<file path="src/rtl/hazard_stall_ctrl.sv">
// Pipeline hazard/stall controller: load-use bubbles, branch flush, memory-wait freeze and timeout trap.
// Optional stall performance counter enabled by defining HAZARD_STALL_CNT_EN.
module hazard_stall_ctrl #(
   parameter int unsigned MEM_TIMEOUT = 16
) (
   input  logic        Clock,
   input  logic        ResetN,
   input  logic [4:0]  IDrs,
   input  logic [4:0]  IDrt,
   input  logic        IDUsesRt,
   input  logic        EXMemToReg,
   input  logic        EXRegWrite,
   input  logic [4:0]  EXrt,
   input  logic        EXBranchTaken,
   input  logic        MemReq,
   input  logic        MemReady,
   output logic        PCEnable,
   output logic        IFIDDevEnable,
   output logic        IDEXDevEnable,
   output logic        EXMEMDevEnable,
   output logic        IDEXEnable,
   output logic        IFIDFlush,
   output logic        MemError,
   output logic [15:0] StallCycles
);

   typedef enum logic [1:0] {RUN, MEM_WAIT, FAULT} state_e;

   localparam logic [7:0] TIMEOUT_C = 8'(MEM_TIMEOUT);

   state_e     state_q, state_d;
   logic [7:0] wcnt_q, wcnt_d;
   logic       mem_error_q, mem_error_d;
   logic       freeze;
   logic       load_use;

   always_comb begin
      freeze = 1'b0;
      unique case (state_q)
         RUN:      freeze = MemReq & ~MemReady;
         MEM_WAIT: freeze = ~MemReady;
         FAULT:    freeze = 1'b1;
         default:  freeze = 1'b1;
      endcase
   end

   assign load_use = EXMemToReg & EXRegWrite & (EXrt != 5'd0) &
                     ((EXrt == IDrs) | (IDUsesRt & (EXrt == IDrt)));

   // State register
   // NOTE: sequential state uses non-blocking assignments so every flop samples pre-edge values.
   always_ff @(posedge Clock or negedge ResetN) begin
      if (!ResetN) begin
         state_q     <= RUN;
         wcnt_q      <= 8'd0;
         mem_error_q <= 1'b0;
      end else begin
         state_q     <= state_d;
         wcnt_q      <= wcnt_d;
         mem_error_q <= mem_error_d;
      end
   end

   // Next-state logic
   // NOTE: every comb output gets a default first so no path can infer a latch.
   always_comb begin
      state_d     = state_q;
      wcnt_d      = wcnt_q;
      mem_error_d = mem_error_q;
      unique case (state_q)
         RUN: begin
            if (MemReq && !MemReady) begin
               state_d = MEM_WAIT;
               wcnt_d  = 8'd1;
            end
         end
         MEM_WAIT: begin
            if (MemReady) begin
               state_d = RUN;
               wcnt_d  = 8'd0;
            end else if (wcnt_q == TIMEOUT_C) begin
               state_d     = FAULT;
               mem_error_d = 1'b1;
            end else begin
               wcnt_d = wcnt_q + 8'd1;
            end
         end
         FAULT:   state_d = FAULT;
         default: state_d = FAULT;
      endcase
   end

   // Outputs are forced low while reset is asserted, independent of the clock.
   always_comb begin
      PCEnable       = 1'b0;
      IFIDDevEnable  = 1'b0;
      IDEXDevEnable  = 1'b0;
      EXMEMDevEnable = 1'b0;
      IDEXEnable     = 1'b0;
      IFIDFlush      = 1'b0;
      if (ResetN) begin
         if (freeze) begin
            IDEXEnable = 1'b1;
         end else if (EXBranchTaken) begin
            PCEnable       = 1'b1;
            IFIDDevEnable  = 1'b1;
            IDEXDevEnable  = 1'b1;
            EXMEMDevEnable = 1'b1;
            IFIDFlush      = 1'b1;
         end else if (load_use) begin
            IDEXDevEnable  = 1'b1;
            EXMEMDevEnable = 1'b1;
         end else begin
            PCEnable       = 1'b1;
            IFIDDevEnable  = 1'b1;
            IDEXDevEnable  = 1'b1;
            EXMEMDevEnable = 1'b1;
            IDEXEnable     = 1'b1;
         end
      end
   end

   assign MemError = mem_error_q;

`ifdef HAZARD_STALL_CNT_EN
   logic [15:0] stall_cycles_q, stall_cycles_d;

   always_comb begin
      stall_cycles_d = stall_cycles_q;
      if (!PCEnable && stall_cycles_q != 16'hFFFF)
         stall_cycles_d = stall_cycles_q + 16'd1;
   end

   always_ff @(posedge Clock or negedge ResetN) begin
      if (!ResetN) stall_cycles_q <= 16'h0000;
      else         stall_cycles_q <= stall_cycles_d;
   end

   assign StallCycles = stall_cycles_q;
`else
   assign StallCycles = 16'h0000;
`endif

endmodule

</file>
<file path="config.mk">
export PLATFORM = sky130hd
export DESIGN_NAME = hazard_stall_ctrl
export DESIGN_NICKNAME = d
export VERILOG_FILES = /design/src/rtl/hazard_stall_ctrl.sv
export SDC_FILE = /design/constraint.sdc
export NUM_CORES = 1
export LEC_CHECK = 0
export ABC_AREA = 1
export BUFFER_PORTS_ARGS = -buffer_cell sky130_fd_sc_hd__buf_4
export CORE_ASPECT_RATIO = 1.4
export CORE_UTILIZATION = 25
export DETAILED_ROUTE_END_ITERATION = 12
export GPL_ROUTABILITY_DRIVEN = 0
export HOLD_SLACK_MARGIN = 0.12
export PLACE_DENSITY = 0.55
export RECOVER_POWER = 50
export SLEW_MARGIN = 20
export SYNTH_ARGS = -nofsm -noshare
export SYNTH_HDL_FRONTEND = slang
export SYNTH_SLANG_ARGS = --single-unit
export TNS_END_PERCENT = 50
</file>
<file path="constraint.sdc">
create_clock -name Clock -period 1.4 [get_ports Clock]
set_clock_uncertainty 0.05 [all_clocks]
set_input_delay 0.21 -clock Clock [delete_from_list [all_inputs] [get_ports Clock]]
set_output_delay 0.21 -clock Clock [all_outputs]
set_load 0.02 [all_outputs]
</file>
# Yosys cells after proc, flatten, opt, wreduce, memory -nomap -nowiden

Index checks and enable logic that the tools add are counted.

Bits in registers: 11
Output and inout port bits: 23
Word-level logic and storage cells: 47
Input bits: 23

Bitwise logic cells: 7
Reduce and logical (&&, ||, !) cells: 8
Muxes and demuxes: 21
Equal/unequal tests: 7
Add/sub/neg operators: 1

Operator list:

| operator                                                        | number |
|---|---|
| 8-bit two-way mux                                               | 3 |
| 8-bit one-hot mux with 2 select lines                           | 1 |
| 1-bit two-way mux                                               | 12 |
| 5-bit == test                                                   | 2 |
| 8-bit by 1-bit adder with 8-bit output, second input constant   | 1 |
| 8-bit by 5-bit == test with 1-bit output, second input constant | 1 |
| 2-bit two-way mux                                               | 3 |
| 3-bit inequality test, second input constant                    | 2 |
| 3-bit AND reduction                                             | 2 |
| 1-bit AND                                                       | 5 |
| 5-bit nonzero test                                              | 1 |
| 2-bit one-hot mux with 2 select lines                           | 1 |
| 2-bit by 1-bit == test with 1-bit output, second input constant | 1 |
| 2-bit logical NOT                                               | 1 |
| 2-bit inequality test, second input constant                    | 1 |
| 1-bit one-hot mux with 2 select lines                           | 1 |
| 2-bit AND reduction                                             | 1 |
| 2-bit nonzero test                                              | 1 |
| 1-bit logical AND                                               | 1 |
| 1-bit logical NOT                                               | 1 |
| 1-bit NOT                                                       | 1 |
| 1-bit bitwise OR                                                | 1 |

# Longest topological paths before layout

Gate-level depths: netlist (run 1).

Depth in word-level cells: 8
Gate-level depth with buffers: 9
Gate-level depth less buffers: 9

# Worst setup path before layout (run 1)

No wires, ideal clock.

Path kind: reg2out
Start: register state_q[1]
End: output port PCEnable
Slack: -0.368 ns
Data required time: 1.140 ns
Data arrival time: 1.508 ns
Path buffers: 1
Cell stages (with the launch flop): 7
Cells stage by stage: dfrtp_1 > inv_1 > nand3_2 > o21ai_2 > nand2_1 > a31oi_1 > buf_4

Word-level cells in the longest chain between the ends: 4
Elaborated cells between the ends (all ways): 5
Those cells by class: eq/ne (1); mux (3); reduce/logical (1)

RTL lines:

| element                                                                       | line | source |
|---|---|---|
| start: declaration                                                            | 31   | `state_e state_q, state_d;` |
| start signal: assignment                                                      | 58   | `state_q <= state_d;` |
| 2-bit by 1-bit == test with 1-bit output or 2-bit logical NOT (tied branches) | 39   | `unique case (state_q)` |
| 1-bit one-hot mux with 2 select lines *                                       | 39   |  |
| 1-bit two-way mux * (2 in a row)                                              | --   |  |
| end: declaration                                                              | 17   | `output logic PCEnable,` |

Mark *: on every way between the ends. The rest lies on a longest branch, timed or not.

# Worst setup path after layout (run 1)

Start: register state_q[1]
End: output port PCEnable

Word-level cells in the longest chain between the ends: 4
Elaborated cells between the ends (all ways): 5
Those cells by class: eq/ne (1); mux (3); reduce/logical (1)

RTL lines:

| element                                                                       | line | source |
|---|---|---|
| 2-bit by 1-bit == test with 1-bit output or 2-bit logical NOT (tied branches) | 39   |  |
| 1-bit one-hot mux with 2 select lines *                                       | 39   |  |
| 1-bit two-way mux *                                                           | 102  | `if (freeze) begin` |
| 1-bit two-way mux *                                                           | 101  | `if (ResetN) begin` |

Marks and branches as above.

==> metrics, run 1 <==
CP arrival=1.39 ns; fin area=1520 um^2; Seq/Total Area, Yosys=0.263; setup TNS=-1.44 ns; Commonest cells post-synth=nand2_1, inv_1, buf_4; global route total overflow=0; compound-gate portion of the synthesized area=0.0897; Comb pwr share=0.209; count leader, synth=nand2_1; final non-filler cell total=255; layout cells sized above 1=0.349; H-tree depth=1; Detailed Route WL=around 2500 um; Starting DRT DRC Count=20; RSZ-0062 raised after global routing=true; worst-path maximum fanout=3; Clock Sinks=11; post-detail-place hpwl=roughly 1900 um; root buffer cell=clkbuf_8; status=complete, but fails checks; Placeable Area=between 3000 and 4000 um^2; fmax=approximately 610 MHz; top area cells in the synthesized netlist=dfrtp_1, nand2_1, buf_4, inv_1, nand3_1; Placed Cells=approximately 240; Peak VDD IR=215 uV; violated checks=design-rule violations, negative setup slack; vias per cell=about 4.3; CTS tree=done; clock network fraction of total power=0.403; Psw=0.000234 W; number of synthesized flops with an enable pin=0; post-synthesis mux area share=0; sw frac=0.285; Synth async-reset ratio=1.00; warnings from Yosys=0; top cell type's share of synthesized area=0.263; Avg WL per Cell=between 9 and 10 um; Yosys reg bits=11; post-synthesis xor/xnor area fraction=0.00837; Initial Util=0.262; mapped cell area=around 1000 um^2; num rows=27; Clock Path Buffers=2; Max-Cap Viols=0; FF/Latch Area=275 um^2; Post-Syn Instances=between 150 and 200; Placement Cell Area=1340 um^2; Worst Path Required=1.14 ns; crit start category=flop; Die Area=4450 um^2; antenna violations before repair=0; Power Density=about 540 nW/um^2; Synth Area in Simple Gates=0.358; die height=78.5 um; CTS Buf Count=3; CP Class=flop to primary output; part of the power in registers=0.388; Pleak=between 0.8 and 0.9 nW; Synth area leader=dfrtp_1; largest net degree at the start of global routing=12; Diodes inserted=0; area of the multi-input gates=647 um^2; adder-cell share of the synthesized area=0.0239; gr usage total=0.114; post-route setup slack=-0.250 ns; Final setup viols=12; clock-pin slew on the worst setup and hold paths=about 0.050 ns; worst-margin pin slew=between 0.6 and 0.7 ns; dpl ws=-0.0180 ns; worst skew pair latency=between 0.2 and 0.25 ns; Final min period=approximately 1.7 ns; Fillers=432; nets@finish=238; Unique masters post-synth=24; Mean Syn Cell Area=6.38 um^2; area grow syn2layout=45.7%; drt first pass iters=8; IO buf count=29; Die Wd=56.7 um; Final Hold Fails=0; DRT antenna net count=0; Worst Setup End Kind=primary output; final slew viol count=0; Worst Hold Class=input pin to flop; period utilization=1.18; I/O pins=46; internal cell power=roughly 0.0006 W; first-pass GRT wire length=3950 um; Rel. slew slack=0.584; top_reg_cell synth=dfrtp_1; vias in the first global route=approximately 1000; DR vias=approximately 1100; main combinational cell family by area after synthesis=simple AND/OR/NAND/NOR gates; DRC Markers=4
## kinds of logic (layout without fill, tap and decap cells)
family | count (synthesis) | in the layout
flip-flops | 11 | 11
AO/OA/AOI/OAI | 15 | 15
adder cells (fa/ha/maj) | 2 | 2
AND/OR/NAND/NOR | 82 | 83
XOR/XNOR | 1 | 1
buffers and inverters | 52 | 84
other | 1 | 16
## what timing repair did
item	in CTS	in global routing
endpoints found under the hold margin	11	0
pin swaps	0	9
setup endpoints to repair	13	14
buffers inserted	4	2
gates resized for setup	11	17
hold buffers	1	0
gates cloned	0	1
## through the flow
stage	hold slack (ns)	power [W]	util
6_report	0.232	0.000821	0.382
5_1_grt	0.251	0.000867	0.382
4_1_cts	0.226	0.000833	0.367
3_5_place_dp	0.145	0.000493	0.336
3_3_place_gp	0.148	0.000492	0.336
2_1_floorplan	-0.136	0.000447	-
## power groups by stage
| stage | clock network [W] | logic [W] | registers [W] |
|---|---|---|---|
| after floorplan | 0 | 0.000123 | 0.000324 |
| after global placement | 0 | 0.000169 | 0.000324 |
| after detailed placement | 0 | 0.000169 | 0.000324 |
| after CTS | 0.000341 | 0.000174 | 0.000318 |
| after global routing | 0.000357 | 0.000192 | 0.000318 |
| final | 0.000331 | 0.000172 | 0.000318 |
## layout by cell type (no fill, tap or decap), types with 4 or more instances in the layout
cell type,Yosys,layout
inv_1,31,27
nor2_1,11,10
nand3_1,11,11
dfrtp_1,11,11
nand2_1,47,44
buf_4,18,37
inv_2,2,5
o21ai_2,4,4
buf_6,0,7
o21ai_1,1,4
conb_1,1,16
nand4_1,6,6
## path summary, 6_finish.rpt
kind	startpoint	endpoint	slack [ns]	depth (start not counted)
worst max-delay path	state_q[1]$_DFFE_PN0P_	PCEnable	-0.25	6
worst min-delay path	MemReady	state_q[0]$_DFFE_PN0P_	0.23	4
worst max register to register	wcnt_q[0]$_DFFE_PN0P_	wcnt_q[0]$_DFFE_PN0P_	-0.04	9
worst min register to register	MemError$_DFFE_PN0P_	MemError$_DFFE_PN0P_	0.42	2
max in group asynchronous	ResetN	state_q[0]$_DFFE_PN0P_	0.32	3
min in group asynchronous	ResetN	wcnt_q[4]$_DFFE_PN0P_	0.58	3
## layout make-up
type / instances / share of cell area
clock buffer: 4 / 0.0296
inverter: 34 / 0.0870
multi-input combinational: 117 / 0.424
sequential: 11 / 0.181
tap: 43 / 0.0353
timing repair buffer: 46 / 0.243
## flip-flops by register name (all words and copies together), names as in the netlist
register  cells
wcnt_q        8
MemError      1
state_q       2
## per-layer routing
layer | part of all wire | global-route usage
met3 | 0.056 | 0.0165
met2 | 0.52 | 0.204
met4 | 0.017 | 0.0600
met5 | 0 | 0
met1 | 0.41 | 0.128
## critical path: stages (launching register included)
cell and delay [ns]:
dfrtp_1 0.41, nor2_4 0.12, inv_4 0.05, o21ai_4 0.15
nand2_4 0.08, a31oi_4 0.19, buf_6 0.15
Note: power is estimated with default switching activity, not from simulation.
==> inputs of run 2 (changes only) <==
- RECOVER_POWER: 50 -> 100
==> metrics, run 2 (same netlist as run 1, synthesis figures left out) <==
Crit Reg-Reg Startpoint=wcnt_q[0]$_DFFE_PN0P_ (unchanged); crit start category=flop (unchanged); H-tree depth=1 (unchanged); Detailed Route WL=2520 um (about the same); CTS Buf Count=3 (unchanged); Avg WL per Cell=9.87 um (about the same); Psw=0.000234 W (about the same); Max-Cap Viols=0 (unchanged); num rows=27 (unchanged); Worst Hold Class=input pin to flop (unchanged); worst setup path startpoint=state_q[1]$_DFFE_PN0P_ (unchanged); part of the power in registers=0.388 (about the same); Worst Setup End Kind=primary output (unchanged); CP Class=flop to primary output (unchanged); Final Hold Fails=0 (unchanged); most common cell after layout, fill and taps aside=nand2_1 (unchanged); Placement Cell Area=1340 um^2 (unchanged); worst skew pair latency=0.24 ns (about the same); nets@finish=238 (unchanged); area grow syn2layout=45.1% (was 45.7%); WP buf/inv=2 (unchanged); DRC Markers=4 (unchanged); clock network fraction of total power=0.403 (about the same); DR vias=1093 (was 1092); Pleak=0.813 nW (was 0.815 nW); largest net degree at the start of global routing=12 (unchanged); Comb pwr share=0.209 (about the same); period utilization=1.18 (unchanged); Final setup viols=16 (was 12); post-detail-place hpwl=1920 um (unchanged); worst path cell trace=nor2_4 > inv_4 > o21ai_4 > nand2_4 > a31oi_4 > buf_6 (unchanged); antenna violations before repair=0 (unchanged); Initial Util=0.262 (unchanged); worst-path maximum fanout=3 (unchanged); Placed Cells=244 (unchanged); die height=78.5 um (unchanged); drt first pass iters=8 (unchanged); Peak VDD IR=215 uV (unchanged); sw frac=0.285 (about the same); CP max-delay cell=dfrtp_1 (unchanged); fin area=1520 um^2 (about the same); Die Wd=56.7 um (unchanged); fmax=606 MHz (unchanged); Diodes inserted=0 (unchanged); Final min period=1.65 ns (unchanged); root buffer cell=clkbuf_8 (unchanged); vias per cell=4.29 (was 4.28); Clock Path Buffers=2 (unchanged); final core occ=0.381 (was 0.382); Hold Path Origin=MemReady (unchanged); vias in the first global route=974 (unchanged); worst-margin pin slew=0.624 ns (unchanged); IO buf count=29 (unchanged); global route total overflow=0 (unchanged); internal cell power=0.000587 W (about the same); Worst path max stage delay=0.41 ns (about the same); final slew viol count=0 (unchanged); gr usage total=0.114 (unchanged); total power=0.000821 W (about the same); dpl ws=-0.0180 ns (unchanged); clock-pin slew on the worst setup and hold paths=0.05 ns (about the same); DRT antenna net count=0 (unchanged); max reg flops=8 (unchanged); Rel. slew slack=0.584 (unchanged); post-route setup slack=-0.250 ns (unchanged); Die Area=4450 um^2 (unchanged); RSZ-0062 raised after global routing=true (unchanged); delay-heaviest family, CP=flip-flops (unchanged); Top reg by flops=wcnt_q (unchanged); violated checks=design-rule violations, negative setup slack (unchanged); status=complete, but fails checks (unchanged); Starting DRT DRC Count=19 (was 20); first-pass GRT wire length=3950 um (unchanged); I/O pins=46 (unchanged); CP arrival=1.39 ns (about the same); final non-filler cell total=255 (unchanged); Fillers=435 (was 432); Power Density=541 nW/um^2 (was 539 nW/um^2); layout cells sized above 1=0.340 (was 0.349); Worst Path Required=1.14 ns (about the same); Placeable Area=3990 um^2 (unchanged); most frequent cells in the layout=nand2_1, buf_4, inv_1, conb_1 (unchanged); Clock Sinks=11 (unchanged); CTS tree=done (unchanged)
-- run 2: cell types whose count changed in the layout (fill, tap and decap cells not counted) --
cell / before / now
nor2_1: 10 / 11
clkbuf_1: 2 / 3
nor2_2: 2 / 1
buf_4: 37 / 36
-- run 2: what timing repair did --
action | CTS | global route
hold buffers | 1 | 0
gates resized for setup | 11 | 17
pin swaps | 0 | 9
cloned | 0 | 1
hold endpoints to repair | 11 | 0
buffers inserted | 4 | 2
endpoints found under the setup margin | 13 | 14
-- run 2: power by group through the flow --
stage / Clock, W / Sequential (W) / Combinational, W
2_1_floorplan: 0 / 0.000324 / 0.000123
3_3_place_gp: 0 / 0.000324 / 0.000169
3_5_place_dp: 0 / 0.000324 / 0.000169
4_1_cts: 0.000341 / 0.000318 / 0.000174
5_1_grt: 0.000357 / 0.000318 / 0.000192
6_report: 0.000331 / 0.000318 / 0.000172
-- run 2: layout make-up --
type / count / area, um^2 / area share
Multi-Input combinational cell: 117 / 644 / 0.425
Timing Repair Buffer: 46 / 367 / 0.242
Sequential cell: 11 / 275 / 0.181
Inverter: 34 / 133 / 0.0874
Tap cell: 43 / 53.8 / 0.0354
Clock buffer: 4 / 45.0 / 0.0297
-- run 2: worst reg2reg max path: cells and delay by family (launching register included) --
family	cells	cell delay, ns
AND/OR/NAND/NOR	5	0.69
flip-flops	1	0.42
adder cells (fa/ha/maj)	1	0.12
buffers and inverters	1	0.10
AO/OA/AOI/OAI	1	0.06
-- run 2: worst paths after layout --
kind,to,slack (ns),depth (start not counted)
max,PCEnable,-0.25,6
min,state_q[0]$_DFFE_PN0P_,0.23,4
max reg2reg,wcnt_q[3]$_DFFE_PN0P_,-0.10,8
min reg2reg,MemError$_DFFE_PN0P_,0.41,2
max in group asynchronous,state_q[0]$_DFFE_PN0P_,0.32,3
min in group asynchronous,wcnt_q[4]$_DFFE_PN0P_,0.58,3
-- run 2: per-stage QoR --
step	hold WS, ns	TNS, ns
2_1_floorplan	-0.136	-0.117
3_3_place_gp	0.148	-0.0303
3_5_place_dp	0.145	-0.0630
4_1_cts	0.226	-1.25
5_1_grt	0.251	-3.35
6_report	0.232	-1.97
-- run 2: metal layers --
layer  GRT usage  vias to the layer above  wire length [um]
met2       0.204                       39              1310
met1       0.128                      475              1020
met4      0.0600                        0                43
met5           0                        -                 0
met3      0.0165                        5               142
li1            -                      574                 -
==> inputs of run 3 (changes only) <==
- ABC_AREA: 1 -> unset
- PLACE_DENSITY: 0.55 -> 0.56
==> metrics, run 3 <==
status=complete, but fails checks (unchanged); violated checks=negative setup slack (was design-rule violations, negative setup slack); global route total overflow=0 (unchanged); worst path cell trace=buf_4 > or4_4 > o211ai_2 > nor3_1 > a221oi_2 > buf_4 (was nor2_4 > inv_4 > o21ai_4 > nand2_4 > a31oi_4 > buf_6); drt first pass iters=4 (was 8); CP arrival=1.52 ns (was 1.39 ns); Peak VDD IR=470 uV (was 215 uV); num rows=26 (was 27); area grow syn2layout=64.5% (was 45.1%); worst-margin pin slew=0.607 ns (was 0.624 ns); Max-Cap Viols=0 (unchanged); Worst Setup End Kind=primary output (unchanged); die height=75.8 um (was 78.5 um); worst setup path startpoint=EXrt[2] (was state_q[1]$_DFFE_PN0P_); CP max-delay cell=or4_4 (was dfrtp_1); CTS tree=done (unchanged); Hold Path Origin=MemReady (unchanged); Yosys reg bits=11 (unchanged); WP buf/inv=2 (unchanged); final slew viol count=0 (unchanged); Unique masters post-synth=39 (was 24); max reg flops=8 (unchanged); Placeable Area=3680 um^2 (was 3990 um^2); top_reg_cell synth=dfrtp_1 (unchanged); Die Wd=54.7 um (was 56.7 um); most frequent cells in the layout=buf_4, conb_1, xnor2_1, dfrtp_1, buf_6 (was nand2_1, buf_4, inv_1, conb_1); Fillers=364 (was 435); Final min period=1.78 ns (was 1.65 ns); worst skew pair latency=0.24 ns (about the same); global routing usage on met2=0.254 (was 0.204); top area cells in the synthesized netlist=dfrtp_1, buf_4, xnor2_1, a2111oi_2, nand2_1 (was dfrtp_1, nand2_1, buf_4, inv_1, nand3_1); Die Area=4150 um^2 (was 4450 um^2); R2R setup slack=-0.19 ns (was -0.10 ns); crit start category=input pin (was flop); Clock Path Buffers=2 (unchanged); mapped cell area=973 um^2 (was 1050 um^2); gr usage total=0.132 (was 0.114); Final Hold Fails=0 (unchanged); number of synthesized flops with an enable pin=0 (unchanged); Placement Cell Area=1390 um^2 (was 1340 um^2); critical path depth=6 (unchanged); Post-Syn Instances=109 (was 164); compound-gate portion of the synthesized area=0.176 (was 0.0897); I/O pins=46 (unchanged); worst-path maximum fanout=2 (was 3); RSZ-0062 raised after global routing=true (unchanged); Final setup viols=14 (was 16); H-tree depth=1 (unchanged); DR vias=972 (was 1093); met3 usage=0.0279 (was 0.0165); vias in the first global route=950 (was 974); Crit Reg-Reg Startpoint=state_q[1]$_DFFE_PN0P_ (was wcnt_q[0]$_DFFE_PN0P_); post-route setup slack=-0.376 ns (was -0.250 ns); antenna violations before repair=0 (unchanged); Worst path max stage delay=0.51 ns (was 0.41 ns); fin area=1600 um^2 (was 1520 um^2); Starting DRT DRC Count=7 (was 19); main combinational cell family by area after synthesis=simple AND/OR/NAND/NOR gates (unchanged); period utilization=1.27 (was 1.18); post-detail-place hpwl=1880 um (was 1920 um); most common cell after layout, fill and taps aside=buf_4 (was nand2_1); post-synthesis mux area share=0.0219 (was 0); Commonest cells post-synth=buf_4, xnor2_1, dfrtp_1 (was nand2_1, inv_1, buf_4); CP dominant cell by count=buf_4; Worst Hold Class=input pin to flop (unchanged); Synth async-reset ratio=1.00 (unchanged); Top reg by flops=wcnt_q (unchanged); first-pass GRT wire length=3780 um (was 3950 um); IO buf count=29 (unchanged); Critical Path End=IDEXEnable (was PCEnable); adder-cell share of the synthesized area=0.0257 (was 0.0239); top cell type's share of synthesized area=0.283 (was 0.263); Clock Sinks=11 (unchanged); Worst R2R Path Depth=5 (was 8); Synth Area in Simple Gates=0.206 (was 0.358); warnings from Yosys=0 (unchanged); largest net degree at the start of global routing=12 (unchanged); Avg WL per Cell=11.7 um (was 9.87 um); Pleak=0.759 nW (was 0.813 nW); Crit Reg-Reg Endpoint=wcnt_q[1]$_DFFE_PN0P_ (was wcnt_q[3]$_DFFE_PN0P_); Worst Path Required=1.14 ns (about the same); delay-heaviest family, CP=simple AND/OR/NAND/NOR gates (was flip-flops); dpl ws=-0.375 ns (was -0.0180 ns); Rel. slew slack=0.595 (was 0.584); fmax=563 MHz (was 606 MHz); Diodes inserted=0 (unchanged); clock-pin slew on the worst setup and hold paths=0.05 ns (about the same); root buffer cell=clkbuf_8 (unchanged); Initial Util=0.265 (was 0.262); Seq/Total Area, Yosys=0.283 (was 0.263); Synth area leader=dfrtp_1 (unchanged); DRC Markers=0 (was 4); met1 Resource Use GR=0.112 (was 0.128); post-synthesis xor/xnor area fraction=0.108 (was 0.00837); Detailed Route WL=2500 um (was 2520 um); layout cells sized above 1=0.503 (was 0.340); count leader, synth=buf_4 (was nand2_1); DRT antenna net count=0 (unchanged); Power Density=845 nW/um^2 (was 541 nW/um^2); nets@finish=197 (was 238); most used routing layer=met2 (unchanged); vias per cell=4.56 (was 4.29); CP Class=input pin to primary output (was flop to primary output); Mean Syn Cell Area=8.93 um^2 (was 6.38 um^2); CTS Buf Count=3 (unchanged)
## run 3: changes by cell type after synthesis, sizes merged, moves of 8 or more
| cell | previous run | this run |
|---|---|---|
| nand3 | 13 | 4 |
| xnor2 | 1 | 12 |
| nand2 | 48 | 8 |
| nor2 | 14 | 6 |
| inv | 34 | 5 |
| o21ai | 12 | 4 |
## run 3: logic make-up after synthesis
| family | Yosys count |
|---|---|
| other | 1 |
| multiplexers | 2 |
| adder cells (fa/ha/maj) | 2 |
| buffers and inverters | 25 |
| AND/OR/NAND/NOR | 34 |
| AO/OA/AOI/OAI | 22 |
| XOR/XNOR | 12 |
| flip-flops | 11 |
## run 3: metrics by stage
| step | util | power, W | instances | TNS, ns | hold slack, ns |
|---|---|---|---|---|---|
| 6_report | 0.436 | 0.00135 | 213 | -2.27 | 0.224 |
| 5_1_grt | 0.436 | 0.00145 | 213 | -3.09 | 0.238 |
| 4_1_cts | 0.426 | 0.00135 | 213 | -2.76 | 0.234 |
| 3_5_place_dp | 0.377 | 0.000943 | 202 | -1.70 | 0.112 |
| 3_3_place_gp | 0.377 | 0.000932 | 202 | -1.51 | 0.113 |
| 2_1_floorplan | - | 0.000711 | 124 | -0.672 | -0.136 |
## run 3: where the power goes
group          switching (W)  internal (W)  total [W]
clock network       0.000125      0.000200   0.000325
logic               0.000301      0.000333   0.000635
registers          0.0000390      0.000354   0.000393
total               0.000465      0.000888    0.00135
## run 3: how the worst min path moves through the flow
| stage | to | slack [ns] | cells after the start |
|---|---|---|---|
| finish | state_q[0]$_DFFE_PN0P_ | 0.22 | 3 |
| detailed placement | wcnt_q[4]$_DFFE_PN0P_ | 0.11 | 2 |
| global placement | wcnt_q[4]$_DFFE_PN0P_ | 0.11 | 2 |
| global route | state_q[0]$_DFFE_PN0P_ | 0.24 | 3 |
| CTS | state_q[0]$_DFFE_PN0P_ | 0.23 | 3 |
| floorplan | MemError$_DFFE_PN0P_ | -0.14 | 0 |
## run 3: layout make-up
type	count	area, um^2	share of cell area
clock buffer	4	45.0	0.0281
inverter	5	18.8	0.0117
multi-input combinational	88	688	0.430
sequential	11	275	0.172
tap	42	52.6	0.0328
timing repair buffer	63	522	0.326
## run 3: layer usage
metal / wire length [um] / part of all wire
met5: 0 / 0
met4: 89 / 0.036
met3: 211 / 0.084
met2: 1410 / 0.56
met1: 788 / 0.31
## run 3: worst min-delay path, cell delays in order
cell,delay [ns]
buf_4,0.12
buf_4,0.11
a21oi_2,0.04
## run 3: repair_timing
action | CTS | global route
hold buffers | 1 | 0
pin swaps | 10 | 7
setup buffers | 6 | 2
setup endpoints to repair | 15 | 17
resized for setup | 21 | 11
endpoints found under the hold margin | 11 | 0
